<file path="config.mk">
export PLATFORM = sky130hd
export DESIGN_NAME = timer_mmio
export DESIGN_NICKNAME = d
export VERILOG_FILES = /design/src/rtl/timer_mmio_pkg.sv /design/src/rtl/timer_mmio_ms_sampler.sv /design/src/rtl/timer_mmio.sv
export SDC_FILE = /design/constraint.sdc
export NUM_CORES = 1
export LEC_CHECK = 0
export BUFFER_PORTS_ARGS = -buffer_cell sky130_fd_sc_hd__buf_2
export CORE_MARGIN = 4
export CORE_UTILIZATION = 45
export DETAILED_ROUTE_END_ITERATION = 8
export PLACE_DENSITY = 0.67
export SYNTH_ARGS = -nofsm -noshare
export SYNTH_HDL_FRONTEND = slang
export SYNTH_SLANG_ARGS = --single-unit
export TNS_END_PERCENT = 30
</file>
<file path="constraint.sdc">
create_clock -name core_clock -period 10.3 [get_ports core_clock]
set_clock_uncertainty 0.1 [all_clocks]
set_input_delay 0 -clock core_clock [delete_from_list [all_inputs] [get_ports core_clock]]
set_output_delay 0 -clock core_clock [all_outputs]
set_load 0.01 [all_outputs]
</file>
<file path="src/rtl/timer_mmio_pkg.sv">
// =============================================================================
// Module  : timer_mmio_pkg
// Purpose : Register offsets, control bit positions and address decode for
//           the memory-mapped timer.
// Rev     : 1.0  initial release
// =============================================================================
`default_nettype none

package timer_mmio_pkg;

    localparam logic [31:0] TIMER_ADDR_TICKS_LO  = 32'h00;
    localparam logic [31:0] TIMER_ADDR_TICKS_HI  = 32'h04;
    localparam logic [31:0] TIMER_ADDR_MS_LO     = 32'h08;
    localparam logic [31:0] TIMER_ADDR_MS_HI     = 32'h0C;
    localparam logic [31:0] TIMER_ADDR_CMP_LO    = 32'h10;
    localparam logic [31:0] TIMER_ADDR_CMP_HI    = 32'h14;
    localparam logic [31:0] TIMER_ADDR_CTRL      = 32'h18;
    localparam logic [31:0] TIMER_ADDR_STATUS    = 32'h1C;
    localparam logic [31:0] TIMER_ADDR_PERIOD_LO = 32'h20;
    localparam logic [31:0] TIMER_ADDR_PERIOD_HI = 32'h24;

    localparam int TIMER_CTRL_IRQ_EN = 0;
    localparam int TIMER_CTRL_SRC    = 1;

    localparam logic [63:0] TIMER_CMP_RESET = 64'hFFFF_FFFF_FFFF_FFFF;

    typedef enum logic [3:0] {
        REG_TICKS_LO,
        REG_TICKS_HI,
        REG_MS_LO,
        REG_MS_HI,
        REG_CMP_LO,
        REG_CMP_HI,
        REG_CTRL,
        REG_STATUS,
        REG_PERIOD_LO,
        REG_PERIOD_HI,
        REG_NONE
    } reg_e;

    // Decode a word index (byte address >> 2) into a register select.
    function automatic reg_e timer_decode(input logic [29:0] word);
        reg_e sel;
        sel = REG_NONE;
        case (word)
            TIMER_ADDR_TICKS_LO[31:2]:  sel = REG_TICKS_LO;
            TIMER_ADDR_TICKS_HI[31:2]:  sel = REG_TICKS_HI;
            TIMER_ADDR_MS_LO[31:2]:     sel = REG_MS_LO;
            TIMER_ADDR_MS_HI[31:2]:     sel = REG_MS_HI;
            TIMER_ADDR_CMP_LO[31:2]:    sel = REG_CMP_LO;
            TIMER_ADDR_CMP_HI[31:2]:    sel = REG_CMP_HI;
            TIMER_ADDR_CTRL[31:2]:      sel = REG_CTRL;
            TIMER_ADDR_STATUS[31:2]:    sel = REG_STATUS;
            TIMER_ADDR_PERIOD_LO[31:2]: sel = REG_PERIOD_LO;
            TIMER_ADDR_PERIOD_HI[31:2]: sel = REG_PERIOD_HI;
            default:                    sel = REG_NONE;
        endcase
        return sel;
    endfunction

endpackage

`default_nettype wire

</file>
<file path="src/rtl/timer_mmio_ms_sampler.sv">
// =============================================================================
// Module  : ms_sampler
// Purpose : Brings the quasi-static millisecond count into the core clock
//           domain; the output only moves once two samples agree.
// Rev     : 1.0  initial release
// =============================================================================
`default_nettype none

module ms_sampler (
    input  logic        core_clock,
    input  logic        reset,
    input  logic [63:0] miliseconds,
    output logic [63:0] ms_stable
);

    logic [63:0] ms_q1;
    logic [63:0] ms_q2;
    logic [63:0] ms_stable_q;
    logic [63:0] ms_stable_d;

    // A mismatch means the foreign counter was caught mid-transition.
    assign ms_stable_d = (ms_q1 == ms_q2) ? ms_q2 : ms_stable_q;

    always_ff @(posedge core_clock or posedge reset) begin
        if (reset) begin
            ms_q1       <= '0;
            ms_q2       <= '0;
            ms_stable_q <= '0;
        end else begin
            ms_q1       <= miliseconds;
            ms_q2       <= ms_q1;
            ms_stable_q <= ms_stable_d;
        end
    end

    assign ms_stable = ms_stable_q;

endmodule

`default_nettype wire

</file>
<file path="src/rtl/timer_mmio.sv">
// =============================================================================
// Module  : timer_mmio
// Purpose : 32-bit MMIO view of the 64-bit tick/ms counters with tear-free
//           snapshots, 64-bit compare and level interrupt. Optional periodic
//           reload with sticky pending under `TIMER_AUTO_RELOAD_EN.
// Rev     : 1.0  initial release
// =============================================================================
`default_nettype none

module timer_mmio
    import timer_mmio_pkg::*;
#(
    parameter int          ADDR_W    = 6,
    parameter logic [63:0] CMP_RESET = TIMER_CMP_RESET
) (
    input  logic              core_clock,
    input  logic              reset,
    input  logic [63:0]       core_clock_ticks,
    input  logic [63:0]       miliseconds,
    input  logic [ADDR_W-1:0] address,
    input  logic              mem_read,
    input  logic              mem_write,
    input  logic [31:0]       write_data,
    output logic [31:0]       read_data,
    output logic              read_valid,
    output logic              timer_interrupt
);

    logic [31:0] read_data_q;
    logic        read_valid_q;
    logic [63:0] cmp_q, cmp_d;
    logic [31:0] cmp_lo_shadow_q;
    logic [1:0]  ctrl_q;
    logic [31:0] ticks_hi_snap_q;
    logic [31:0] ms_hi_snap_q;
    logic        pending_q, pending_d;

    logic [63:0] w_ms_stable;
    logic [29:0] w_word;
    reg_e        w_reg;
    logic [31:0] w_rdata;
    logic [63:0] w_count;
    logic        w_hit;
    logic        w_unused;

`ifdef TIMER_AUTO_RELOAD_EN
    logic [63:0] period_q;
    logic [31:0] period_lo_shadow_q;
    logic        w_clr;
`endif

    ms_sampler u_ms_sampler (
        .core_clock  (core_clock),
        .reset       (reset),
        .miliseconds (miliseconds),
        .ms_stable   (w_ms_stable)
    );

    assign w_word   = 30'(address[ADDR_W-1:2]);
    assign w_reg    = timer_decode(w_word);
    assign w_unused = &{1'b0, address[1:0]};

    always_comb begin
        w_rdata = '0;
        case (w_reg)
            REG_TICKS_LO:  w_rdata = core_clock_ticks[31:0];
            REG_TICKS_HI:  w_rdata = ticks_hi_snap_q;
            REG_MS_LO:     w_rdata = w_ms_stable[31:0];
            REG_MS_HI:     w_rdata = ms_hi_snap_q;
            REG_CMP_LO:    w_rdata = cmp_q[31:0];
            REG_CMP_HI:    w_rdata = cmp_q[63:32];
            REG_CTRL:      w_rdata = {30'b0, ctrl_q};
            REG_STATUS:    w_rdata = {31'b0, pending_q};
`ifdef TIMER_AUTO_RELOAD_EN
            REG_PERIOD_LO: w_rdata = period_q[31:0];
            REG_PERIOD_HI: w_rdata = period_q[63:32];
`endif
            default:       w_rdata = '0;
        endcase
    end

    assign w_count = ctrl_q[TIMER_CTRL_SRC] ? w_ms_stable : core_clock_ticks;
    assign w_hit   = (w_count >= cmp_q);

`ifdef TIMER_AUTO_RELOAD_EN
    assign w_clr = mem_write && (w_reg == REG_STATUS) && write_data[0];
`endif

    // A software commit of CMP_HI takes priority over an automatic reload.
    always_comb begin
        cmp_d     = cmp_q;
        pending_d = w_hit;
        if (mem_write && (w_reg == REG_CMP_HI)) begin
            cmp_d = {write_data, cmp_lo_shadow_q};
        end
`ifdef TIMER_AUTO_RELOAD_EN
        else if (w_hit && !pending_q && (period_q != '0)) begin
            cmp_d = cmp_q + period_q;
        end
        pending_d = w_hit | (pending_q & ~w_clr);
`endif
    end

    always_ff @(posedge core_clock or posedge reset) begin
        if (reset) begin
            read_data_q     <= '0;
            read_valid_q    <= 1'b0;
            cmp_q           <= CMP_RESET;
            cmp_lo_shadow_q <= '0;
            ctrl_q          <= '0;
            ticks_hi_snap_q <= '0;
            ms_hi_snap_q    <= '0;
            pending_q       <= 1'b0;
        end else begin
            read_valid_q <= mem_read;
            read_data_q  <= mem_read ? w_rdata : '0;
            cmp_q        <= cmp_d;
            pending_q    <= pending_d;
            if (mem_read && (w_reg == REG_TICKS_LO)) begin
                ticks_hi_snap_q <= core_clock_ticks[63:32];
            end
            if (mem_read && (w_reg == REG_MS_LO)) begin
                ms_hi_snap_q <= w_ms_stable[63:32];
            end
            if (mem_write && (w_reg == REG_CMP_LO)) begin
                cmp_lo_shadow_q <= write_data;
            end
            if (mem_write && (w_reg == REG_CTRL)) begin
                ctrl_q <= write_data[1:0];
            end
        end
    end

`ifdef TIMER_AUTO_RELOAD_EN
    always_ff @(posedge core_clock or posedge reset) begin
        if (reset) begin
            period_q           <= '0;
            period_lo_shadow_q <= '0;
        end else begin
            if (mem_write && (w_reg == REG_PERIOD_LO)) begin
                period_lo_shadow_q <= write_data;
            end
            if (mem_write && (w_reg == REG_PERIOD_HI)) begin
                period_q <= {write_data, period_lo_shadow_q};
            end
        end
    end
`endif

    assign read_data       = read_data_q;
    assign read_valid      = read_valid_q;
    assign timer_interrupt = pending_q & ctrl_q[TIMER_CTRL_IRQ_EN];

endmodule

`default_nettype wire

</file>
==> results by group, run 1 <==
Detailed routing
  – Initial detailed-routing violation count: between 700 and 800
  – Via Count: 11470
  – DRC viols: 0
  – Number of detailed-route iterations in the first pass: 6
  – Detailed-route wire length per cell: roughly 22 um
  – Number of nets still failing antenna checks after routing: 0
  – Wire length reported by the detailed router: 46500 um
  – Ratio of routed vias to standard cells: around 5.4

Clock network
  – CTS tree: built
  – Clock insertion delay at the later pin of the skew report: around 540 ps
  – Number of instances resized during post-cts repair: 0
  – Maximum buffer depth of the clock tree: 3
  – Clock root cell: sky130_fd_sc_hd__clkbuf_16
  – Post-CTS Repair Setup Buffers: 0
  – Total number of clock tree sinks: slightly below 400
  – Hold buffer count at cts: approximately 210
  – H-tree depth reported by CTS: 2
  – Number of buffers added by the clock tree synthesis step: between 40 and 50
  – Clock transition at the register clock pins on the worst setup and hold paths after CTS: 60 ps

Final layout
  – Share of final-layout standard cells stronger than drive strength 1: between 30 and 40%
  – Final instance area: between 20000 and 25000 um2
  – Fin util: between 50% and 60%
  – Post-Layout Cell Count: 2117
  – Most common cell after layout, fill and taps aside: sky130_fd_sc_hd__dfrtp_1
  – Final nets: ~1800
  – Post-synthesis to final-layout area growth: 29.97%
  – Highest-count cells in the layout ignoring fill and taps: sky130_fd_sc_hd__dfrtp_1, sky130_fd_sc_hd__mux2_2, sky130_fd_sc_hd__dlygate4sd3_1, sky130_fd_sc_hd__buf_2, sky130_fd_sc_hd__a22oi_1

Logic synthesis
  – Cell count after synthesis: 1190
  – Synthesis warning total: 0
  – Avg Inst Size Synth: approximately 14 um2
  – Net count after synthesis: approximately 1400
  – Leading cell types by total area after synthesis: sky130_fd_sc_hd__dfrtp_1, sky130_fd_sc_hd__mux2_2, sky130_fd_sc_hd__dfstp_2, sky130_fd_sc_hd__mux2_4, sky130_fd_sc_hd__ha_1
  – Flop and latch count out of synthesis: roughly 390
  – Cell variety after synth: 40
  – Mapped cell area: around 17000 um2
  – Seq/Total Area, Yosys: roughly three fifths
  – Fraction of post-synthesis cell area in the top cell type by area: between 40 and 50%
  – Yosys top cell by area: sky130_fd_sc_hd__dfrtp_1

Floorplanning
  – Initial cell density of the core: between 40 and 50%
  – Placement Rows: 70
  – Die Y-Extent: approximately 200 um
  – DIE WIDTH: about 200 um
  – Top-Level Pins: just over 200
  – Die footprint: roughly 41000 um2
  – Core ar.: approximately 37000 um2

Setup path
  – Largest fanout on the critical path: between 60 and 70
  – Type of the setup path with the least slack: register to register
  – Crit path arrival time: approximately 3900 ps
  – Number of buffers and inverters on the critical path: 1
  – Cell-by-cell listing of the critical path: buf_4 > mux2_2 > ha_1 > a21oi_1 > o21ai_0 > a221o_1 > o31a_1 > a2111oi_0 > o21ai_0
  – Endpoint class of the critical path: register
  – Worst setup SP type: register
  – Required time of the worst setup path: 10610 ps
  – Cell family with the largest share of critical-path delay: compound AO/OA/AOI/OAI gates
  – Most Frequent Cell on Critical Path: sky130_fd_sc_hd__o21ai_0
  – Delay of the slowest critical-path stage: 730 ps
  – Crit-path slowest cell: sky130_fd_sc_hd__buf_4

Power
  – Post-layout power: ~0.0040 W
  – Power share of the combinational group: 16.4%
  – Share of total power in the clock network: 37.4%
  – Total power density per cell area: about 180 nW/um2
  – Worst VDD drop: around 0.11 mV
  – Internal power: between 0.002 and 0.003 W
  – Net Switching: slightly above 0.001 W
  – Total leakage power: 10.17 nW
  – Switching power as a share of total power: around a quarter
  – Seq pwr share: 46.2%

STA
  – Final hold violation count: 0
  – Worst-case headroom to the max-slew limit: 33.27%
  – Worst Max-Slew Pin Slew: 1001 ps
  – Number of slew-limit violations in the final report: 0
  – Setup repair after global routing missed its margin: false
  – Period Utilization, post-route: between 30% and 40%
  – Final count of negative-setup-slack endpoints: 0
  – Final TNS setup: 0 ps
  – Fmax: 0.2807 GHz
  – Final critical delay including setup and external delays: between 3000 and 4000 ps

GRT
  – Global-route wire length before repair: approximately 72000 um
  – Total global routing overflow: 0
  – Number of antenna violations at the first check in global routing: 6
  – Vias in the first global route: between 10000 and 15000
  – Total global routing track utilization: 22.93%
  – Maximum number of pins on one net before global-route repair: ~170

Placed design
  – Number of cells after detailed placement: 1826
  – Placer's final routability congestion estimate: 0.8257
  – Total cell area at the placement stage: around 18000 um2
  – Number of input and output port buffers inserted: roughly 200
  – Half-perimeter wire length of the detailed placement result: roughly 32000 um

Outcome
  – Run status: completed

Run
  – Max Cap Viol: 0

Hold path
  – Class of the most critical hold timing path: input pin to register
-- worst register-to-register path: cells and delay by family, from the launching register on --
| family | cells | cell delay (ps) |
|---|---|---|
| adder cells (fa/ha/maj) | 1 | 290 |
| buffers and inverters | 1 | 730 |
| flip-flops | 1 | 330 |
| multiplexers | 1 | 440 |
| AO/OA/AOI/OAI | 6 | 1530 |
-- registers in the layout (all words and copies together) (netlist names) --
register and count:
ctrl_q 2, u_ms_sampler.ms_q2 64, u_ms_sampler.ms_q1 64, read_data 32, ticks_hi_snap_q 32, u_ms_sampler.ms_stable 64, cmp_q 64, ms_hi_snap_q 32
pending_q 1, cmp_lo_shadow_q 32, read_valid 1
-- worst paths after layout --
| path | from | to | slack, ps | depth (start not counted) |
|---|---|---|---|---|
| setup / recovery | ctrl_q[1] | pending_q | 6740 | 9 |
| hold / removal | miliseconds[37] | u_ms_sampler.ms_q1[37] | 20 | 2 |
| setup reg to reg | ctrl_q[1] | pending_q | 6740 | 9 |
| hold reg to reg | u_ms_sampler.ms_q1[8] | u_ms_sampler.ms_q2[8] | 290 | 0 |
| max in group asynchronous | reset | read_data[16] | 8320 | 5 |
| min in group asynchronous | reset | u_ms_sampler.ms_q1[37] | 190 | 4 |
-- kinds of logic (layout without fill, tap and decap cells) --
kind of cell	Yosys count	after routing	share of synthesized area [%]
simple gates	88	88	2.814
xor+xnor	64	64	3.326
mux	291	291	20.78
fa+ha+maj	64	64	4.752
other cells	0	3	0
flops	388	388	58.09
compound gates	181	181	7.388
buf+inv	114	570	2.851
-- synth_stat cells --
| cell type | instances |
|---|---|
| sky130_fd_sc_hd__dfrtp_1 | 324 |
| sky130_fd_sc_hd__mux2_2 | 222 |
| sky130_fd_sc_hd__a22oi_1 | 93 |
| sky130_fd_sc_hd__inv_1 | 65 |
| sky130_fd_sc_hd__dfstp_2 | 64 |
| sky130_fd_sc_hd__ha_1 | 64 |
| sky130_fd_sc_hd__xnor2_1 | 64 |
| sky130_fd_sc_hd__mux2_4 | 60 |
| sky130_fd_sc_hd__a31oi_1 | 32 |
| sky130_fd_sc_hd__nand4_1 | 31 |
| sky130_fd_sc_hd__clkbuf_1 | 28 |
| sky130_fd_sc_hd__a21oi_1 | 25 |
| sky130_fd_sc_hd__nand2_1 | 22 |
| sky130_fd_sc_hd__a21o_1 | 10 |
| sky130_fd_sc_hd__buf_1 | 9 |
| sky130_fd_sc_hd__nor4_1 | 9 |
| sky130_fd_sc_hd__mux2_1 | 8 |
| sky130_fd_sc_hd__nor2_1 | 8 |
| sky130_fd_sc_hd__o21ai_0 | 8 |
| sky130_fd_sc_hd__buf_2 | 6 |
| sky130_fd_sc_hd__buf_6 | 6 |
| sky130_fd_sc_hd__nand3_1 | 5 |
| sky130_fd_sc_hd__nand2b_1 | 4 |
| sky130_fd_sc_hd__nor3_1 | 4 |
| sky130_fd_sc_hd__a211oi_1 | 2 |
| sky130_fd_sc_hd__a221oi_1 | 2 |
| sky130_fd_sc_hd__o211ai_1 | 2 |
| sky130_fd_sc_hd__a2111oi_0 | 1 |
| sky130_fd_sc_hd__a21boi_0 | 1 |
| sky130_fd_sc_hd__a221o_1 | 1 |
| sky130_fd_sc_hd__a222oi_1 | 1 |
| sky130_fd_sc_hd__and2_1 | 1 |
| sky130_fd_sc_hd__mux2i_1 | 1 |
| sky130_fd_sc_hd__nand4_2 | 1 |
| sky130_fd_sc_hd__nor2b_1 | 1 |
| sky130_fd_sc_hd__nor3_2 | 1 |
| sky130_fd_sc_hd__o22ai_1 | 1 |
| sky130_fd_sc_hd__o31a_1 | 1 |
| sky130_fd_sc_hd__o31ai_1 | 1 |
| sky130_fd_sc_hd__or3_1 | 1 |
-- power by group through the flow --
stage                     sequential [W]  combinational, W  clock [W]
after floorplan                  0.00182          0.000422          0
after global placement           0.00186          0.000574          0
after detailed placement         0.00187          0.000586          0
after CTS                        0.00184          0.000655    0.00152
after global routing             0.00186          0.000730    0.00158
final                            0.00184          0.000653    0.00149
-- routing by layer --
metal / part of all wire (%) / vias up / track usage, %
li1: - / 5199 / -
met1: 45 / 5800 / 32.59
met2: 46 / 374 / 36.25
met3: 6.1 / 89 / 4.271
met4: 2.8 / 6 / 6.860
met5: 0.088 / - / 0
-- final cells by class --
cell class | instances | area (um2)
diodes | 3 | 7.507
clock buffers | 57 | 1196
clock inverters | 18 | 177.7
fillers | 3002 | 14880
inverters | 65 | 247.7
multi-input cells | 688 | 6625
flip-flops and latches | 388 | 9791
well taps | 468 | 585.6
repair buffers | 430 | 3271
-- per-stage QoR --
stage               setup slack [ps]  hold slack [ps]
finish                          6738            18.50
global route                    6627            9.965
CTS                             6747           0.6664
detailed placement              6763            9.369
global placement                6746            8.070
floorplan                       5034           -68.57
Power figures use the tool's default switching activity.
==> run 2, diff against run 1 <==
Clock period 10.3 ns to 3.1 ns, I/O delays scaled along.
==> run 2 against run 1 <==
Non-clock buffer count is 32 higher. Worst hold slack worse by 7.4 ps. Flip-flop and latch count unchanged. Register-to-register slack got worse by 6600 ps. Sequential share of layout area down 0.63 points. Setup slack lost 6600 ps. Critical path depth unchanged. Die area did not move. Maximum frequency rose by 18%. Critical path type unchanged. Critical endpoint unchanged. Largest cell class unchanged. Highest routed layer unchanged.
==> results by group, run 2 (synthesized netlist as in run 1, its figures left out) <==
Outcome
  – Run status: completed

Final layout
  – Post-synthesis to final-layout area growth: 31.85%
  – Final nets: 1881 (+1.8%)
  – Most common cell after layout, fill and taps aside: sky130_fd_sc_hd__dfrtp_1
  – Total of fill cells in the finished design: 2912 (-3.0%)
  – Fin util: 60.40% (+0.86 points)
  – Highest-count cells in the layout ignoring fill and taps: sky130_fd_sc_hd__dfrtp_1, sky130_fd_sc_hd__dlygate4sd3_1, sky130_fd_sc_hd__mux2_2, sky130_fd_sc_hd__buf_2, sky130_fd_sc_hd__a22oi_1
  – Share of final-layout standard cells stronger than drive strength 1: 38.96% (-0.16 points)

Power
  – Post-layout power: 0.01319 W (+230%)
  – Total leakage power: 10.32 nW (+1.5%)
  – Worst VDD drop: 0.3606 mV (+230%)
  – Total power density per cell area: 593.8 nW/um2 (+230%)
  – Power share of the combinational group: 16.7% (+0.3 points)
  – Net Switching: 0.003430 W (+230%)
  – Seq pwr share: 46.7% (+0.5 points)
  – Internal power: 0.009763 W (+230%)
  – Share of total power in the clock network: 36.7% (-0.7 points)
  – Switching power as a share of total power: 26.00% (+0.21 points)

Detailed routing
  – DRC viols: 0 (unchanged)
  – Number of nets still failing antenna checks after routing: 0 (unchanged)
  – Ratio of routed vias to standard cells: 5.397 (-0.37%)
  – Via Count: 11600 (+1.2%)
  – Wire length reported by the detailed router: 46890 um (+0.83%)
  – Number of detailed-route iterations in the first pass: 5 (-1)
  – Initial detailed-routing violation count: 789 (+6.3%)
  – Detailed-route wire length per cell: 21.81 um (-0.72%)

Setup path
  – Endpoint class of the critical path: register
  – Reg2reg end: pending_q
  – Worst-case reg-to-reg path depth: 9 (unchanged)
  – Largest fanout on the critical path: 28 (-58%)
  – Cell family with the largest share of critical-path delay: compound AO/OA/AOI/OAI gates
  – Crit-path slowest cell: sky130_fd_sc_hd__dfrtp_4
  – Crit path arrival time: 3320 ps (-550 ps)
  – Worst setup SP type: register
  – Type of the setup path with the least slack: register to register
  – Number of buffers and inverters on the critical path: 1 (unchanged)
  – Source of the worst register-to-register timing path: ctrl_q[1]
  – Required time of the worst setup path: 3410 ps (-7200 ps)
  – Path length in cells of the critical path: 9 (unchanged)
  – Delay of the slowest critical-path stage: 570 ps (-160 ps)
  – Worst reg-to-reg setup slack: 90 ps (-6650 ps)
  – Cell-by-cell listing of the critical path: buf_12 > mux2_2 > ha_1 > a21oi_1 > nand2_1 > a21oi_1 > o21ai_0 > a2111oi_0 > o21ai_0

Run
  – Max Cap Viol: 0 (unchanged)

STA
  – Worst Max-Slew Pin Slew: 632.9 ps (-368.0 ps)
  – Fmax: 0.3324 GHz (+18%)
  – Worst-case headroom to the max-slew limit: 57.70% (+24 points)
  – Final TNS setup: 0 ps (unchanged)
  – Final count of negative-setup-slack endpoints: 0 (unchanged)
  – Number of slew-limit violations in the final report: 0 (unchanged)
  – Final hold violation count: 0 (unchanged)
  – Setup repair after global routing missed its margin: false
  – Period Utilization, post-route: 97.06% (+62 points)
  – Final critical delay including setup and external delays: 3009 ps (-553.5 ps)

GRT
  – Total global routing track utilization: 23.10% (+0.17 points)
  – Total global routing overflow: 0 (unchanged)
  – Number of antenna violations at the first check in global routing: 4 (-2)
  – Maximum number of pins on one net before global-route repair: 114 (-32%)
  – Vias in the first global route: 12350 (+2.4%)
  – Global-route wire length before repair: 73050 um (+1.1%)

Floorplanning
  – Placement Rows: 70 (unchanged)
  – Die Y-Extent: 201.5 um (unchanged)
  – Top-Level Pins: 204 (unchanged)
  – Initial cell density of the core: 45.81% (unchanged)
  – Core ar.: 36790 um2 (unchanged)
  – DIE WIDTH: 201.5 um (unchanged)
  – Die footprint: 40610 um2 (unchanged)

Hold path
  – Worst hold endpoint: u_ms_sampler.ms_q1[59]
  – Hold path start: miliseconds[59]
  – Cell depth of the worst hold path: 2 (unchanged)
  – Class of the most critical hold timing path: input pin to register

Clock network
  – Maximum buffer depth of the clock tree: 3 (unchanged)
  – Post-CTS Repair Setup Buffers: 0 (unchanged)
  – Clock insertion delay at the later pin of the skew report: 550 ps (about the same)
  – Clock transition at the register clock pins on the worst setup and hold paths after CTS: 60 ps (about the same)
  – CTS tree: built
  – H-tree depth reported by CTS: 2 (unchanged)
  – Total number of clock tree sinks: 388 (unchanged)
  – Clock root cell: sky130_fd_sc_hd__clkbuf_16
  – Number of buffers added by the clock tree synthesis step: 42 (+2.4%)

Placed design
  – Half-perimeter wire length of the detailed placement result: 33240 um (+5.0%)
  – Number of input and output port buffers inserted: 201 (unchanged)
  – Placer's final routability congestion estimate: 0.8620 (+4.4%)
## run 2: cell types whose count changed in the layout (fill, tap and decap cells not counted), moves of 2 or more
cell	before	now
sky130_fd_sc_hd__dlygate4sd3_1	213	226
sky130_fd_sc_hd__clkbuf_16	41	43
sky130_fd_sc_hd__buf_4	15	28
sky130_fd_sc_hd__clkinv_2	11	8
sky130_fd_sc_hd__clkbuf_8	11	7
sky130_fd_sc_hd__inv_6	2	0
sky130_fd_sc_hd__clkbuf_1	5	15
sky130_fd_sc_hd__bufinv_16	3	1
sky130_fd_sc_hd__buf_12	1	7
sky130_fd_sc_hd__clkinv_8	0	2
sky130_fd_sc_hd__diode_2	3	1
## run 2: cell type report
class | instances | area [um2] | share of cell area (%)
diodes | 1 | 2.502 | 0.01126
flip-flops and latches | 388 | 9793 | 44.08
clock buffers | 65 | 1229 | 5.530
multi-input cells | 688 | 6623 | 29.81
clock inverters | 13 | 118.9 | 0.5350
inverters | 65 | 247.7 | 1.115
repair buffers | 462 | 3618 | 16.29
well taps | 468 | 585.6 | 2.636
## run 2: worst reg2reg max path, stage by stage, from the launching register on
cell                        delay [ps]
sky130_fd_sc_hd__dfrtp_4           570
sky130_fd_sc_hd__buf_12            230
sky130_fd_sc_hd__mux2_2            390
sky130_fd_sc_hd__ha_1              320
sky130_fd_sc_hd__a21oi_1           170
sky130_fd_sc_hd__nand2_1            80
sky130_fd_sc_hd__a21oi_1           270
sky130_fd_sc_hd__o21ai_0           200
sky130_fd_sc_hd__a2111oi_0         400
sky130_fd_sc_hd__o21ai_0           150
## run 2: metrics by stage
stage	std cells	setup slack (ps)	hold slack, ps	area [um2]
after floorplan	1190	-2166	-68.57	16850
after global placement	1845	190.3	-3.421	18600
after detailed placement	1845	166.0	-0.7513	18600
after CTS	2149	126.6	1.472	22210
after global routing	2149	48.15	12.95	22220
final	2150	91.24	11.08	22220
## run 2: layer usage
| metal | up-vias | share of wire [%] | GRT usage [%] |
|---|---|---|---|
| met5 | - | 0.087 | 0 |
| met1 | 5912 | 44 | 31.95 |
| li1 | 5260 | - | - |
| met3 | 86 | 5.9 | 4.303 |
| met2 | 340 | 47 | 37.50 |
| met4 | 6 | 2.8 | 6.885 |
## run 2: how the worst max path moves through the flow
stage | startpoint | end | slack [ps]
global placement | ctrl_q[1] | pending_q | 190
floorplan | reset | cmp_lo_shadow_q[0] | -2170
CTS | ctrl_q[1] | pending_q | 130
detailed placement | ctrl_q[1] | pending_q | 170
finish | ctrl_q[1] | pending_q | 90
global route | ctrl_q[1] | pending_q | 50
## run 2: timing repair
item,4_1_cts,5_1_grt
hold endpoints to repair,356,0
setup endpoints to repair,0,1
resized for setup,0,1
hold buffers,226,0
## run 2: power by group through the flow
stage	registers, W	logic (W)	clock network [W]
after floorplan	0.00606	0.00140	0
after global placement	0.00621	0.00190	0
after detailed placement	0.00623	0.00195	0
after CTS	0.00615	0.00220	0.00494
after global routing	0.00621	0.00245	0.00517
final	0.00615	0.00220	0.00484
